===== src/rtl/r200_fetchq_pkg.sv =====
// Shared constants for the r200 instruction fetch queue.
package r200_fetchq_pkg;

  localparam int XLEN_DEF = 32;
  localparam logic [31:0] INSTR_NOP = 32'h0000_0013;

  // Occupancy-count width: must hold 0..depth inclusive.
  function automatic int cntw_f(input int depth);
    return $clog2(depth + 1);
  endfunction

endpackage


===== src/rtl/r200_fetchq_fifo_ptr.sv =====
// Mod-DEPTH ring pointer with enable and clear; wraps explicitly so DEPTH need not be a power of two.
module r200_fifo_ptr #(
  parameter int DEPTH = 4,
  parameter int PW    = $clog2(DEPTH)
) (
  input  logic          clk,
  input  logic          rst,
  input  logic          clr,
  input  logic          en,
  output logic [PW-1:0] ptr
);

  always_ff @(posedge clk) begin
    if (rst || clr) begin
      ptr <= '0;
    end else if (en) begin
      ptr <= (ptr == PW'(DEPTH - 1)) ? '0 : ptr + 1'b1;
    end
  end

endmodule


===== src/rtl/r200_fetchq.sv =====
// DEPTH-entry fetch queue between IF and ID, single-cycle flush on redirect, optional empty bypass.
module r200_fetchq
  import r200_fetchq_pkg::*;
#(
  parameter int XLEN   = XLEN_DEF,
  parameter int DEPTH  = 4,
  parameter int BYPASS = 0,
  parameter int CNTW   = cntw_f(DEPTH)
) (
  input  logic            clk,
  input  logic            rst,
  input  logic            flush,
  input  logic            enq_valid,
  output logic            enq_ready,
  input  logic [XLEN-1:0] enq_instrn,
  input  logic [XLEN-1:0] enq_pc,
  output logic            deq_valid,
  input  logic            deq_ready,
  output logic [XLEN-1:0] deq_instrn,
  output logic [XLEN-1:0] deq_pc,
  output logic [XLEN-1:0] deq_pcp4,
  output logic [CNTW-1:0] count
);

  localparam int PW = $clog2(DEPTH);

  logic [XLEN-1:0] mem_instrn [DEPTH];
  logic [XLEN-1:0] mem_pc     [DEPTH];
  logic [PW-1:0]   rd_ptr;
  logic [PW-1:0]   wr_ptr;
  logic [CNTW-1:0] count_q;
  logic            full;
  logic            empty;
  logic            bypass_act;
  logic            pass_through;
  logic            enq_fire;
  logic            deq_fire;
  logic            wr_en;
  logic            rd_en;

  assign full  = (count_q == CNTW'(DEPTH));
  assign empty = (count_q == '0);

  // rst and flush both block the handshake in the same cycle they are seen.
  assign enq_ready  = !full && !flush && !rst;
  assign bypass_act = (BYPASS != 0) && empty && enq_valid && !flush && !rst;
  assign deq_valid  = !rst && !flush && (!empty || bypass_act);

  assign deq_instrn = bypass_act ? enq_instrn : mem_instrn[rd_ptr];
  assign deq_pc     = bypass_act ? enq_pc     : mem_pc[rd_ptr];
  assign deq_pcp4   = deq_pc + XLEN'(4);
  assign count      = rst ? '0 : count_q;

  assign enq_fire     = enq_valid && enq_ready;
  assign deq_fire     = deq_valid && deq_ready;
  // A bypassed item consumed the same cycle never touches storage.
  assign pass_through = bypass_act && deq_ready;
  assign wr_en        = enq_fire && !pass_through;
  assign rd_en        = deq_fire && !pass_through;

  r200_fifo_ptr #(.DEPTH(DEPTH), .PW(PW)) u_rd_ptr (
    .clk (clk),
    .rst (rst),
    .clr (flush),
    .en  (rd_en),
    .ptr (rd_ptr)
  );

  r200_fifo_ptr #(.DEPTH(DEPTH), .PW(PW)) u_wr_ptr (
    .clk (clk),
    .rst (rst),
    .clr (flush),
    .en  (wr_en),
    .ptr (wr_ptr)
  );

  always_ff @(posedge clk) begin
    if (rst || flush) begin
      count_q <= '0;
    end else begin
      case ({wr_en, rd_en})
        2'b10:   count_q <= count_q + 1'b1;
        2'b01:   count_q <= count_q - 1'b1;
        default: count_q <= count_q;
      endcase
    end
  end

  always_ff @(posedge clk) begin
    if (wr_en) begin
      mem_instrn[wr_ptr] <= enq_instrn;
      mem_pc[wr_ptr]     <= enq_pc;
    end
  end

endmodule


===== config.mk =====
export PLATFORM = sky130hd
export DESIGN_NAME = r200_fetchq
export DESIGN_NICKNAME = d
export VERILOG_FILES = /design/src/rtl/r200_fetchq_pkg.sv /design/src/rtl/r200_fetchq_fifo_ptr.sv /design/src/rtl/r200_fetchq.sv
export SDC_FILE = /design/constraint.sdc
export NUM_CORES = 1
export LEC_CHECK = 0
export CAP_MARGIN = 20
export CORE_ASPECT_RATIO = 0.9
export CORE_MARGIN = 10
export CORE_UTILIZATION = 32
export CTS_CLUSTER_SIZE = 10
export DETAILED_ROUTE_END_ITERATION = 8
export HOLD_SLACK_MARGIN = 0.03
export PLACE_DENSITY_LB_ADDON = 0.08
export SETUP_SLACK_MARGIN = 0.2
export SLEW_MARGIN = 20
export SYNTH_ARGS = -nofsm -noshare
export SYNTH_HDL_FRONTEND = slang
export SYNTH_HIERARCHICAL = 1
export SYNTH_SLANG_ARGS = --single-unit

===== constraint.sdc =====
create_clock -name clk -period 7.85 [get_ports clk]
set_clock_uncertainty 0.1 [all_clocks]
set_input_delay 1.57 -clock clk [delete_from_list [all_inputs] [get_ports clk]]
set_output_delay 1.57 -clock clk [all_outputs]
set_load 0.03 [all_outputs]

After elaboration in Yosys (flattened, before gate mapping):

Memory sizes are Yosys's and may differ from the RTL's. A register that Yosys moved wholly into a read port is not among the register bits.
Index checks and enable logic that the tools add are counted.

* register bits after elaboration: 7
* memory bits (writable): 256
* bits of input ports: 69
* output and inout port bits: 101
* logic and storage cells: 38
* memories kept: 2

* $add $sub $neg: 5
* equal/unequal tests: 5
* multiplexer cells: 10
* reductions and logical operators: 13

Memory list
* mem_instrn: words 4, width 32, read ports 1, clocked after Yosys merged registers in 1, write ports 1, line r200_fetchq.sv:27 `logic [XLEN-1:0] mem_instrn [DEPTH];`
* mem_pc: words 4, width 32, read ports 1, clocked after Yosys merged registers in 1, write ports 1, line r200_fetchq.sv:28 `logic [XLEN-1:0] mem_pc [DEPTH];`

Operator list (number)
* 32-bit by 3-bit adder with 32-bit output (second input constant): 1
* 2-bit 2-to-1 mux: 6
* 2-bit equality test (second input constant): 3
* 1-bit logical AND: 6
* 3-bit case mux with 2 select lines: 1
* 2-bit by 1-bit adder with 2-bit output (second input constant): 2
* 1-bit zero test: 4
* 3-bit by 1-bit adder with 3-bit output (second input constant): 1
* 3-bit equality test (second input constant): 1
* 3-bit zero test: 1
* 3-bit 2-to-1 mux: 1
* 3-bit by 1-bit subtractor with 3-bit output (second input constant): 1
* 2-bit by 1-bit equality test with 1-bit output (second input constant): 1
* 1-bit 2-to-1 mux: 2
* 2-bit nonzero test: 1
* 1-bit logical OR: 1

Longest topological paths before layout:

* word-level depth: 7
* mapped depth: 10
* gate-level depth less buffers: 10

By module:

The synthesis kept the hierarchy.

By module, submodules not included
* r200_fetchq: instances 1, cells each 449, area each 10089.7 um^2, sequential area each 7747.4 um^2
* r200_fifo_ptr: instances 2, cells each 8, area each 95.1 um^2, sequential area each 40.0 um^2

Least setup slack after synthesis:

No wires, ideal clock.

* kind: in2reg
* from: in rst
* to: mem mem_instrn[2][0] (netlist name), enable pin
* library setup time: 0.578 ns
* arrival time: 7.581 ns
* required time: 7.172 ns
* setup slack: -0.409 ns
* stages on the path: 4
* buffers on the path: 1
* path through: clkbuf_1 -> a311oi_1 -> nand2_1 -> nor3b_1

* cells in the longest elaborated chain, start to end: 5

RTL lines
* start: declaration: line r200_fetchq.sv:11 `input logic rst,`
* 1-bit zero test: line r200_fetchq.sv:45 `assign enq_ready = !full && !flush && !rst;`
* 1-bit logical AND: line r200_fetchq.sv:45
* via enq_ready: line r200_fetchq.sv:14 `output logic enq_ready,`
* 1-bit logical AND: line r200_fetchq.sv:54 `assign enq_fire = enq_valid && enq_ready;`
* 1-bit 2-to-1 mux: line r200_fetchq.sv:90 `if (wr_en) begin`
* 1-bit 2-to-1 mux (not written as such): line r200_fetchq.sv:91 `mem_instrn[wr_ptr] <= enq_instrn;`
* end: declaration: line r200_fetchq.sv:27

The timed path passes the listed nets, and every way through them passes these cells.

==> impl_metrics.json <==
{
  "path_max_fanout": 43,
  "totalWireLength_um": 24000,
  "ys.flop_type": "edfxtp_1",
  "ys_seq_elements": 263,
  "gp_congestion": 0.690,
  "critical_path_class": "reg2out",
  "ios": 170,
  "p_leak_nw": 4.09,
  "synth_area_leaders": "edfxtp_1 75%, mux4_2 14%, xnor2_1 1.9%",
  "drc": 0,
  "ir_drop_mv": 0.186,
  "post-route-period-util_pct": 74.1,
  "synthArstFlopShare_pct": 0,
  "vias": 5123,
  "num-nets-final": 731,
  "worst_setup_path_end_kind": "primary output",
  "rows": 62,
  "synth.area.mux_share_pct": 14.3,
  "netlist_area_mm2": 0.0103,
  "finalHoldViolations": 0,
  "slew_viol_final": 0,
  "fp.coreArea_mm2": 0.0318,
  "clk_transition_reported_paths_ns": 0.05,
  "die_x_um": 209,
  "first_global_vias": 5632,
  "area_growth_pct": 29.6,
  "cts_hold_buf": 0,
  "grt_overflow_total": 0,
  "synth_fp_nets": 539,
  "synth_compound_area_share_pct": 0.377,
  "grt_antenna_before_repair": 2,
  "syn_area_per_cell_um2": 22.1,
  "setup_viol": 0,
  "nFillCells": 2819,
  "drive_above_1_share_pct": 17.7,
  "synth_xor_area_share_pct": 2.64,
  "place_hpwl_um": 15300,
  "wire_per_inst_um": 22.2,
  "utilization_pct": 41.9,
  "vias_per_cell": 4.73,
  "status": "finished, final reports clean",
  "synth_top_family_by_area": "multiplexers",
  "cap_violations": 0,
  "post_cts_buffers": 0,
  "period_needed_ns": 5.82,
  "required_ns": 6.18,
  "cts_buffers": 31,
  "clock-sinks": 263,
  "slew_headroom_pct": 37.3,
  "critical-path-max-stage-delay_ns": 0.96,
  "worst_slew_pin_slew_ns": 0.940,
  "root_buffer": "clkbuf_16",
  "synth_top_area_share_pct": 74.8,
  "synth_cells": 465,
  "setup_tns_ns": 0,
  "hold_path.class": "reg2reg",
  "crit_chain": "mux4_1, nand3_4, nor4_4, nand4_1, xnor2_1, clkdlybuf4s50_1",
  "cts.repair.resized": 0,
  "synthAdderAreaFrac_pct": 0.682,
  "start_util_pct": 32.3,
  "drt_iter0_drc": 298,
  "start_kind": "register",
  "power.density_mw_per_mm2": 217,
  "chipHeight_um": 190,
  "rsz0062_at_grt": "false",
  "io_buffers": 169,
  "insertion_delay_ns": 0.53,
  "htreeDepth": 1,
  "yosys.area_share.simple_pct": 4.32,
  "cts_tree": "yes",
  "die_area_mm2": 0.0397,
  "grt_max_degree": 67,
  "drt_first_pass_iters": 5,
  "synth-edff-count": 256,
  "grt_pass1_wl_um": 35900,
  "cp_slowest_cell": "dfxtp_4",
  "clk_path_buf_depth": 3,
  "p_total_mw": 2.89,
  "yosys_warnings": 6,
  "synth_seq_area_share_pct": 76.1,
  "max_freq_mhz": 172,
  "synthDistinctLibCells": 40,
  "drtAntennaViolNets": 0,
  "yosys.area.top_type": "edfxtp_1",
  "cp.arrival_ns": 4.15,
  "track_usage_pct": 11.9
}
==> power by group <==
part | switching (mW) | leakage, nW | internal (mW) | total [mW]
logic | 0.0791 | 1.32 | 0.0688 | 0.148
clock network | 0.481 | 0.398 | 0.701 | 1.18
registers | 0.00297 | 2.37 | 1.55 | 1.56
==> path summary, 6_finish.rpt <==
| check | from | endpoint | slack (ns) | cells after the start |
|---|---|---|---|---|
| max | u_rd_ptr/ptr[0] | deq_pcp4[27] | 2.03 | 6 |
| min | count_q[1] | count_q[1] | 0.45 | 2 |
| max reg2reg | count_q[0] | mem_pc[1][18] | 4.53 | 7 |
| min reg2reg | count_q[1] | count_q[1] | 0.45 | 2 |
==> worst max-delay path: cells and delay by family (launching register included) <==
| family | cells | cell delay, ns |
|---|---|---|
| xor+xnor | 1 | 0.19 |
| buf+inv | 1 | 0.69 |
| flops | 1 | 0.96 |
| mux | 1 | 0.56 |
| simple gates | 3 | 1.20 |
==> layout by cell type (no fill, tap or decap), drive strengths merged, types with 2 or more instances in the layout <==
cell / synthesis / layout
xor2: 9 / 9
mux4: 64 / 64
or3b: 2 / 2
nand3: 11 / 11
clkinv: 0 / 5
inv: 7 / 7
clkbuf: 3 / 38
mux2i: 2 / 2
edfxtp: 256 / 256
nor4: 2 / 2
xnor2: 22 / 22
nor3: 12 / 12
dfxtp: 7 / 7
nand2: 12 / 12
ha: 4 / 4
buf: 15 / 8
a211oi: 2 / 2
nor3b: 2 / 2
nand2b: 2 / 2
nand4: 9 / 9
and3: 7 / 7
clkdlybuf4s50: 0 / 169
nor2: 10 / 10
==> cell usage after synthesis, drive strengths merged (2+ instances only) <==
master,instances
mux2i,2
buf,15
and3,7
nand2b,2
ha,4
nor4,2
nand3,11
nand2,12
nor3b,2
a211oi,2
xor2,9
or3b,2
xnor2,22
dfxtp,7
mux4,64
nor2,10
nor3,12
inv,7
edfxtp,256
nand4,9
clkbuf,3
==> sequential cells by signal (all words and copies together), names as in the netlist <==
| signal | flops |
|---|---|
| mem_instrn | 128 |
| mem_pc | 128 |
| count_q | 3 |
| u_rd_ptr/ptr | 2 |
| u_wr_ptr/ptr | 2 |
==> kinds of logic (layout without fill, tap and decap cells) <==
logic type / count (synthesis) / count (layout)
buffers and inverters: 25 / 227
and+or+nand+nor: 71 / 71
DFF: 263 / 263
adders and majority gates: 5 / 5
AOI/OAI and AO/OA: 4 / 4
muxes: 66 / 66
other: 0 / 1
xor gates and xnor gates: 31 / 31
==> through the flow <==
step	hold WS (ns)	cells	cell area, um^2	setup WS [ns]
finish	0.447	1084	13300	2.03
global route	0.492	1083	13300	1.64
CTS	0.449	1082	13300	1.80
detailed placement	0.437	1039	12500	2.40
global placement	0.436	1038	12400	2.44
floorplan	0.401	465	10300	1.48
==> area by class of cell <==
cell class / count / area [um^2] / share of cell area (%)
diodes: 1 / 2.50 / 0.0188
clock buffers: 38 / 802 / 6.02
clock inverters: 5 / 18.8 / 0.141
inverters: 7 / 26.3 / 0.197
multi-input cells: 177 / 2330 / 17.5
flip-flops and latches: 263 / 7840 / 58.8
well taps: 416 / 520 / 3.91
repair buffers: 177 / 1780 / 13.4
==> layer usage <==
| layer | vias to the layer above | global-route usage (%) | part of all wire, % |
|---|---|---|---|
| met4 | 4 | 2.79 | 2.0 |
| met2 | 122 | 20.5 | 51 |
| met5 | - | 0 | 0.11 |
| met1 | 2647 | 14.6 | 41 |
| met3 | 37 | 3.08 | 5.7 |
| li1 | 2313 | - | - |
No activity file was read; power rests on OpenSTA's default activity.
==> RTL change 1: new RTL, same settings <==
`DEPTH` is set to 4 in 2 places; all go to 2.
--- a/src/rtl/r200_fetchq_fifo_ptr.sv
+++ b/src/rtl/r200_fetchq_fifo_ptr.sv
@@ -1,6 +1,6 @@
 // Mod-DEPTH ring pointer with enable and clear; wraps explicitly so DEPTH need not be a power of two.
 module r200_fifo_ptr #(
-  parameter int DEPTH = 4,
+  parameter int DEPTH = 2,
   parameter int PW    = $clog2(DEPTH)
 ) (
   input  logic          clk,
--- a/src/rtl/r200_fetchq.sv
+++ b/src/rtl/r200_fetchq.sv
@@ -3,7 +3,7 @@
   import r200_fetchq_pkg::*;
 #(
   parameter int XLEN   = XLEN_DEF,
-  parameter int DEPTH  = 4,
+  parameter int DEPTH  = 2,
   parameter int BYPASS = 0,
   parameter int CNTW   = cntw_f(DEPTH)
 ) (
Ports: changed (resized count); port bits go from 170 to 169. No check against the original RTL was run, so the function may have changed too.
==> RTL change 1 against the unedited design <==
  * Area after synthesis is 45% lower
  * Power is 42% lower
  * Wire length is 39% lower
  * Sequential share of layout area is 11 points lower
  * Setup slack worse by 0.014 ns
  * Utilization is 4.9 points higher
  * Highest routed layer is now met4
  * Final area is 39% lower
  * Non-clock buffer count is 6 lower
  * Final cell count is 27% lower
  * Sequential cell count is 131 lower
  * Sequential power is 49% lower
==> RTL change 1: results (changes against the unedited design) <==
Timing
The relative slew slack was 35.2% (-2.1 points).

Place
The quantity of I/O buffers inserted on ports is 168 (-0.59%). The instance count after placement with tap cells included came to 760 (-27%). The detailed-placement wirelength estimate is 10.5 mm (-32%). The worst slack at placement is 2.41 ns (+0.0118 ns).

Synthesis
The number of flops mapped to enable cells by yosys was 128 (-50%). The xor/xnor share of the synthesized area is 4.65% (+2.0 points). The synthesized-area fraction occupied by adder cells is 0.443% (-0.24 points). The compound-gate portion of the synthesized area is 3.47% (+3.1 points). After synthesis, the cell types taking the most area are edfxtp_1 (68%), mux2_2 (11%), xnor2_1 (2.5%). The sequential share of the synthesized area is 69.4% (-6.7 points).

The fraction of synthesized area in multiplexers is 11.5% (-2.8 points). The gate count after technology mapping is 362 (-22%). Sorting the synthesized cells by how often they occur yields edfxtp_1 (128), mux2_2 (54), nand2_1 (23).

Critical path
The largest fanout of any net on the critical path is 60 (+40%). The largest stage delay on the critical path was 0.73 ns (-0.23 ns). On the critical path the largest part of the delay comes from buffers and inverters. The data arrival time of the critical path is 4.16 ns (about the same).

Power
The fraction of power consumed by the clock network is 44.8% (+3.9 points). The reported leakage power is 2.69 nW (-34%). The peak supply drop is 0.139 mV (-25%). The share of total power in sequential cells was 47.3% (-6.6 points). The total power draw is 1.67 mW (-42%).

Run status
The flow ran to the end, and the final reports show no timing, DRC or antenna violations.

Cells and area
The largest registers in the layout are mem_instrn (64), mem_pc (64), count_q (2). The total inserted antenna cells is 0 (-1). The share of cells above drive strength 1 is 16.8% (-0.84 points). The number of nets in the finished design is 610 (-17%).

Drt
The number of iterations in the first detailed-routing pass is 4 (-1). The DRC violation total after the first TritonRoute iteration is 160 (-46%). The total wire length after detailed routing is 14.5 mm (-39%).

Clock network
The buffer levels on the longest clock path is 2 (-1). The total clock buffers created by CTS is 17 (-45%). The H-tree depth reported by CTS is 4 (+3).

Global routing
The via count of the first global-routing pass is 3937 (-30%).
[RTL change 1: layer usage]
metal	routed length, um	track usage [%]	part of all wire [%]
met5	0	0	0
met4	110	3.17	0.76
met1	6190	14.3	43
met2	6880	19.9	47
met3	1360	6.52	9.3
[RTL change 1: layout make-up]
| type | instances | area (um^2) |
|---|---|---|
| clock buffers | 18 | 429 |
| fillers | 1599 | 9320 |
| repair buffers | 171 | 1700 |
| clock inverters | 14 | 139 |
| multi-input cells | 209 | 1650 |
| flip-flops and latches | 132 | 3930 |
| well taps | 240 | 300 |
| inverters | 8 | 30.0 |
[RTL change 1: final timing paths]
path                            slack, ns    startpoint      endpoint  depth (start not counted)
worst min register to register       0.49    count_q[1]    count_q[1]                          2
worst max-delay path                 2.02  u_rd_ptr/ptr  deq_pcp4[20]                          7
worst min-delay path                 0.49    count_q[1]    count_q[1]                          2
worst max register to register       5.02    count_q[0]  mem_pc[0][2]                          5
==> RTL change 2: new RTL, same settings <==
Made on the original files. Put a register stage on the output `count`, without a reset. The value now appears one clock later. The other outputs are not delayed to match.
--- a/src/rtl/r200_fetchq.sv
+++ b/src/rtl/r200_fetchq.sv
@@ -49,7 +49,9 @@
   assign deq_instrn = bypass_act ? enq_instrn : mem_instrn[rd_ptr];
   assign deq_pc     = bypass_act ? enq_pc     : mem_pc[rd_ptr];
   assign deq_pcp4   = deq_pc + XLEN'(4);
-  assign count      = rst ? '0 : count_q;
+  always_ff @(posedge clk) begin
+    count <= rst ? '0 : count_q;
+  end
 
   assign enq_fire     = enq_valid && enq_ready;
   assign deq_fire     = deq_valid && deq_ready;
Function: changed (Yosys sat finds a counterexample within 4 cycles, from zero or initial values and one cycle with rst high).
==> RTL change 2 against the unedited design <==
  * Hold slack got worse by 0.0080 ns
  * Power is 1.5% higher
  * First-iteration DRC count shrank 8.7%
  * Critical path type unchanged
  * Final area is 0.24% higher
  * Utilization about the same
  * Area after synthesis up 0.58%
  * Final cell count up 0.55%
  * Highest routed layer unchanged
  * Die area rose by 0.52%
  * Wire length is essentially flat
  * Sequential cell count increased by 3
  * Setup slack got worse by 0.079 ns
==> RTL change 2: results (changes against the unedited design) <==
Timing
The maximum clock frequency is 0.170 GHz (-1.3%). The worst hold margin is 0.439 ns (-0.00799 ns). The actual transition at the worst max-transition pin is 1.09 ns (+0.151 ns).

Global routing
The number of antenna violations at the first check in global routing is 4 (+2). The via count of the first global-routing pass is 5701 (+1.2%). The wire length of the first global-routing pass is 36.1 mm (+0.50%). The global-route met3 utilization is 3.47% (+0.39 points). The routing usage on met1 is 14.6% (+0.046 points).

Drt
The total wire length after detailed routing is 24.0 mm (about the same). The number of iterations in the first detailed-routing pass is 4 (-1). The ratio of routed vias to standard cells is 4.77 (+0.87%). The detailed-routed wire length on met2 is 12.2 mm (+0.27%). The DRC violation total after the first TritonRoute iteration is 272 (-8.7%). The met3 routed wirelength is 1.52 mm (+9.7%). The met1 routed wirelength after detailed routing was 9.81 mm (-1.6%).

Power
The switching power summed over all nets is 0.578 mW (+2.7%). The power density over cell area is 219 nW/um^2 (+1.3%). The reported leakage power was 4.10 nW (+0.30%). The peak supply drop came to 0.166 mV (-10%).

Place
The instance count after placement with tap cells included is 1041 (+0.19%). The worst slack at placement came to 2.36 ns (-0.0467 ns). The area after detailed placement is 12500 um^2 (+0.26%). The detailed-placement wirelength estimate is 15.2 mm (-0.51%). The final estimated routing congestion in global placement came to 0.722 (+4.7%).

Critical path
In this run the critical register-to-register path is captured at mem_instrn[1][21]. The capture point of the critical path is deq_pcp4[31]. The largest fanout of any net on the critical path was 66 (+53%). The minimum setup slack among reg-to-reg paths is 4.69 ns (+0.16 ns).

The largest stage delay on the critical path is 1.05 ns (+0.09 ns). The origin of the worst setup path is u_rd_ptr/ptr[1].

Synthesis
The xor/xnor share of the synthesized area was 2.63% (-0.015 points). The fraction of synthesized area in multiplexers is 14.2% (-0.083 points). Yosys attributes the largest share of cell area to edfxtp_1 (74%), mux4_2 (14%), dfxtp_1 (1.9%).

The total nets after synthesis is 542 (+0.56%). The sequential share of the synthesized area is 76.3% (+0.14 points). The synthesized area divided by synthesized cell count is 22.1 um^2 (about the same).

Hold path
The worst-case hold path end point is count[2].

Run status
The flow ran to the end, and the final reports show no timing, DRC or antenna violations.

Clock network
After clock tree synthesis, the clock-pin slew on the worst setup and hold paths is 0.06 ns.

Cells and area
The number of nets in the finished design is 732 (+0.14%). In the final layout, the registers with the most flip-flops are mem_instrn (128), mem_pc (128).
==> RTL change 2: cell count changes in the layout (fill, tap and decap cells not counted) <==
cell / unedited run / this run
clkbuf_1: 7 / 14
clkinv_2: 0 / 1
clkinv_1: 5 / 2
dfxtp_1: 5 / 8
buf_16: 1 / 0
buf_12: 1 / 0
==> RTL change 2: worst max-delay path, delay by kind of cell, from the launching register on <==
| kind | cells | cell delay, ns |
|---|---|---|
| flops | 1 | 1.05 |
| simple gates | 3 | 1.18 |
| xor+xnor | 1 | 0.24 |
| buf+inv | 1 | 0.70 |
| mux | 1 | 0.48 |
==> RTL change 2: final cells by class <==
| type | instances | area (um^2) |
|---|---|---|
| Clock buffer | 45 | 828 |
| Timing Repair Buffer | 175 | 1740 |
| Clock inverter | 3 | 12.5 |
| Inverter | 7 | 26.3 |
| Antenna cell | 1 | 2.50 |
| Tap cell | 416 | 520 |
| Fill cell | 2816 | 18500 |
| Sequential cell | 266 | 7900 |
| Multi-Input combinational cell | 177 | 2330 |
